### src/rtl/pipeline_ctrl.sv
// pipeline_ctrl: central stall/flush controller for the five-stage MIPS core.
//
// Merges per-stage stall requests into a 6-bit hold vector, sequences
// exception/ERET redirects through a request/ack handshake followed by a
// single FLUSH cycle, counts stalled cycles and optionally runs a stall
// watchdog (build with STALL_WATCHDOG_EN defined).
//
// Ports:
//   clk, rst             clock, synchronous active-high reset
//   stallreq_id/ex/mem   per-stage stall requests (priority mem > ex > id)
//   excp_req             exception/ERET pending, held until excp_ack
//   excp_is_eret         1 = ERET (redirect to epc), 0 = exception (excp_vector)
//   excp_vector, epc     redirect candidates
//   excp_ack             combinational pulse in the accept cycle
//   stall[5:0]           PC, IF/ID, ID/EX, EX/MEM, MEM/WB, WB hold (combinational)
//   flush                high for the one FLUSH cycle after an accept
//   new_pc               registered redirect target, holds after flush
//   stall_cycles         saturating count of cycles with any stall bit set
//   stall_timeout        sticky watchdog flag (constant 0 without the macro)
module pipeline_ctrl #(
    parameter int unsigned STALL_TIMEOUT = 1023
) (
    input  logic        clk,
    input  logic        rst,
    input  logic        stallreq_id,
    input  logic        stallreq_ex,
    input  logic        stallreq_mem,
    input  logic        excp_req,
    input  logic        excp_is_eret,
    input  logic [31:0] excp_vector,
    input  logic [31:0] epc,
    output logic        excp_ack,
    output logic [5:0]  stall,
    output logic        flush,
    output logic [31:0] new_pc,
    output logic [31:0] stall_cycles,
    output logic        stall_timeout
);

    localparam int unsigned STALL_W = 6;
    localparam int unsigned ADDR_W  = 32;
    localparam int unsigned CNT_W   = 32;

    localparam logic [0:0] ST_RUN   = 1'b0;
    localparam logic [0:0] ST_FLUSH = 1'b1;

    // Elaboration-time range check on the watchdog threshold.
    if (STALL_TIMEOUT < 1 || STALL_TIMEOUT > 65535) begin : g_bad_timeout
        $error("pipeline_ctrl: STALL_TIMEOUT must be in 1..65535");
    end

    logic [0:0]         state_q, state_d;
    logic [ADDR_W-1:0]  new_pc_q, new_pc_d;
    logic [CNT_W-1:0]   stall_cycles_q, stall_cycles_d;
    logic [STALL_W-1:0] stall_c;
    logic               ack_c;

    // Next-state, stall merge, accept decision and stall statistics.
    always_comb begin
        state_d        = state_q;
        new_pc_d       = new_pc_q;
        stall_c        = '0;
        ack_c          = 1'b0;
        stall_cycles_d = stall_cycles_q;

        case (state_q)
            ST_RUN: begin
                if (stallreq_mem) begin
                    stall_c = 6'b011111;
                end else if (stallreq_ex) begin
                    stall_c = 6'b001111;
                end else if (stallreq_id) begin
                    stall_c = 6'b000111;
                end
                // A MEM bus wait blocks the accept; the request stays pending.
                if (excp_req && !stallreq_mem) begin
                    ack_c    = 1'b1;
                    new_pc_d = excp_is_eret ? epc : excp_vector;
                    state_d  = ST_FLUSH;
                end
            end
            default: begin
                // FLUSH ignores every request and always returns to RUN.
                state_d = ST_RUN;
            end
        endcase

        if (stall_c != '0 && stall_cycles_q != '1) begin
            stall_cycles_d = stall_cycles_q + CNT_W'(1);
        end
    end

    // Controller state registers.
    always_ff @(posedge clk) begin
        if (rst) begin
            state_q        <= ST_RUN;
            new_pc_q       <= '0;
            stall_cycles_q <= '0;
        end else begin
            state_q        <= state_d;
            new_pc_q       <= new_pc_d;
            stall_cycles_q <= stall_cycles_d;
        end
    end

`ifdef STALL_WATCHDOG_EN
    localparam int unsigned WD_W = 16;
    localparam logic [WD_W-1:0] WD_LIMIT = WD_W'(STALL_TIMEOUT);

    logic [WD_W-1:0] wd_cnt_q, wd_cnt_d;
    logic            wd_trip_q, wd_trip_d;

    // Consecutive-stall run counter, saturating at the threshold; sticky trip.
    always_comb begin
        wd_cnt_d  = '0;
        wd_trip_d = wd_trip_q;
        if (stall_c != '0) begin
            wd_cnt_d = (wd_cnt_q != WD_LIMIT) ? wd_cnt_q + WD_W'(1) : wd_cnt_q;
        end
        if (wd_cnt_d == WD_LIMIT) begin
            wd_trip_d = 1'b1;
        end
    end

    always_ff @(posedge clk) begin
        if (rst) begin
            wd_cnt_q  <= '0;
            wd_trip_q <= 1'b0;
        end else begin
            wd_cnt_q  <= wd_cnt_d;
            wd_trip_q <= wd_trip_d;
        end
    end

    assign stall_timeout = wd_trip_q;
`else
    assign stall_timeout = 1'b0;
`endif

    assign stall        = stall_c;
    assign excp_ack     = ack_c;
    assign flush        = (state_q == ST_FLUSH);
    assign new_pc       = new_pc_q;
    assign stall_cycles = stall_cycles_q;

endmodule

### config.mk
export PLATFORM = sky130hd
export DESIGN_NAME = pipeline_ctrl
export DESIGN_NICKNAME = d
export VERILOG_FILES = /design/src/rtl/pipeline_ctrl.sv
export SDC_FILE = /design/constraint.sdc
export NUM_CORES = 1
export LEC_CHECK = 0
export ABC_AREA = 1
export CELL_PAD_IN_SITES_DETAIL_PLACEMENT = 0
export CELL_PAD_IN_SITES_GLOBAL_PLACEMENT = 1
export CORE_AREA = 2 2 113 115
export DETAILED_ROUTE_END_ITERATION = 7
export DIE_AREA = 0 0 115 117
export PLACE_DENSITY_LB_ADDON = 0.08
export REMOVE_ABC_BUFFERS = 1
export SKIP_CTS_REPAIR_TIMING = 1
export SLEW_MARGIN = 5
export SYNTH_ARGS = -nofsm -noshare
export SYNTH_HDL_FRONTEND = slang
export SYNTH_SLANG_ARGS = --single-unit
### constraint.sdc
create_clock -name clk -period 2.14 [get_ports clk]
set_input_delay 0.428 -clock clk [delete_from_list [all_inputs] [get_ports clk]]
set_output_delay 0.428 -clock clk [all_outputs]
set_load 0.01 [all_outputs]
==> out/qor.txt <==
Status: finished clean
Chip width: 115 µm
I/O pins: 144
Hold Violations, Final: 0
Clock transition at the registers of the reported paths: 60 ps
Detailed placement HPWL: 8.06 mm
CTS tree: yes
Largest net degree at the start of global routing: 65
Yosys cell types: 22
Ant diodes: 0
Syn_area_per_cell: 6.24 µm²
Nets: 769
Power density cells: 611 nW/µm²
Overflow after GRT: 0
Mapped Area: 3470 µm²
Syn Inst Count: 557
CTS Buffer Depth: 2
Final clock skew: 4.21 ps
Crit path required time: 1710 ps
Vias in the first global route: 3466
Synth warn: 0
Total power: 3.29 mW
Worst hold path class: reg -> reg
Top post-synthesis cells by area: dfxtp_1, nor2_1, a21oi_1
First-pass GRT wire length: 17.1 mm
H-Tree Depth: 3
Synthesized flop and latch total: 65
Final period util: 93.3%
ANT nets after route: 0
Initial Util: 28.2%
CTS sink cnt: 65
Worst Tran Pin Value: 535 ps
Die area: 13500 µm²
Initial antenna violation count: 0
DRT Wirelength: 10.6 mm
Worst vdd ir: 0.473 mV
Area growth syn-to-layout: 55.2%
CP Max Fanout: 2
Slowest cell on crit path: clkdlybuf4s50_1
CTS buffer count: 9
Most frequent cells in the layout: clkdlybuf4s50_1, nor2_1, nand2_1, a21oi_1, inv_1
Hold_ws: 517 ps
F_max: 501 MHz
Setup crit end kind: output pin
Crit start category: primary input
Most used cell, CP: clkdlybuf4s50_1
Vias: 3816
Core ar.: 12300 µm²
Pins Over Slew Limit: 0
Area leader, netlist: dfxtp_1
Initial DRT Pass Iterations: 4
GP Congestion: 0.774
Maxcap violations: 0
GRT Resource Usage Total: 16.4%
Design area: 5390 µm²
Most common cell after layout, fill and taps aside: clkdlybuf4s50_1
Delay-heaviest family, CP: buffers and inverters
Yosys top cell area share: 37.5%
Initial DRC count: 150
Layout cells sized above 1: 7.12%
Pleak: 2.23 nW
Final setup viols: 0
Cells along the critical path: clkdlybuf4s50_1 > o21ai_1 > inv_1 > clkdlybuf4s50_1
Worst rel slew slack: 64.3%
CP arrival: 1570 ps
Drt drc: 0
Setup CP Type: in -> out
Post-synthesis sequential area ratio: 37.5%
Later-pin clock latency in the skew report: 340 ps
Die Y: 117 µm
Min Tclk post-route: 2000 ps
Root Buffer: clkbuf_16
Row count: 41
CP max stage delay: 530 ps
Wire per inst: 12.4 µm
DR vias/cell: 4.48
Setup total negative slack: 0 ps
RSZ-0062 raised after global routing: false
Number of I/O port buffers: 141
Worst Path Buf+Inv: 3
Area after DPL: 5060 µm²
## cell families after synthesis
| group | after synthesis | share of synthesized area, % |
|---|---|---|
| buffers and inverters | 99 | 11.7 |
| and+or+nand+nor | 270 | 31.7 |
| xor gates and xnor gates | 1 | 0.252 |
| other | 1 | 0.108 |
| DFF | 65 | 37.5 |
| AOI/OAI and AO/OA | 120 | 18.4 |
| adders and majority gates | 1 | 0.360 |
## path summary, 6_finish.rpt
path | startpoint | endpoint | slack [ps] | cells after the start
max | stallreq_ex | stall[3] | 140 | 4
min | stall_cycles[1] | stall_cycles[1] | 520 | 2
max reg2reg | stall_cycles[0] | stall_cycles[22] | 350 | 10
min reg2reg | stall_cycles[1] | stall_cycles[1] | 520 | 2
## per-stage QoR
| stage | utilization [%] | cells | worst slack (ps) |
|---|---|---|---|
| 6_report | 43.8 | 852 | 144 |
| 5_1_grt | 43.8 | 852 | 89.8 |
| 4_1_cts | 43.7 | 852 | -105 |
| 3_5_place_dp | 41.1 | 836 | -96.7 |
| 3_3_place_gp | 41.1 | 836 | -95.2 |
| 2_1_floorplan | - | 529 | -6.69 |
## power breakdown
part,switching (mW),total (mW),internal (mW)
registers,0.0277,1.29,1.26
logic,0.193,0.461,0.268
clock network,0.576,1.55,0.970
total,0.797,3.29,2.50
## cells in the mapped netlist
cell type / count
o21ai_0: 33
nand3_2: 1
dfxtp_1: 65
inv_1: 69
clkinv_1: 1
and2_1: 1
nand3_1: 32
nand2_1: 100
conb_1: 1
ha_1: 1
nand4_1: 9
a21oi_1: 77
a21oi_2: 10
nor2_2: 5
nand2_2: 1
clkbuf_1: 19
buf_4: 4
nor3_1: 2
buf_2: 4
xor2_1: 1
nor2_1: 119
buf_6: 2
## area by class of cell
class / instances / area (µm²)
multi-input cells: 394 / 1770
clock buffers: 11 / 253
fillers: 1285 / 6920
well taps: 150 / 188
flip-flops and latches: 65 / 1300
repair buffers: 157 / 1550
clock inverters: 5 / 63.8
inverters: 70 / 263
## worst min-delay path, cell delays in order, from the launching register on
cell and delay [ps]:
dfxtp_1 340, nand2_1 80, a21oi_1 50
## state kept, by name, summed over array words and instances, names as in the netlist
name and count:
stall_cycles 32, new_pc 32, flush 1
## layer usage
metal  vias up  global-route usage (%)  wire [µm]
li1       2049                       -          -
met1      1659                    18.2       4500
met2        97                    27.8       5040
met3        11                    7.83        953
met4         0                    5.30        112
met5         -                       0          0
No activity file was read; power rests on OpenSTA's default activity.
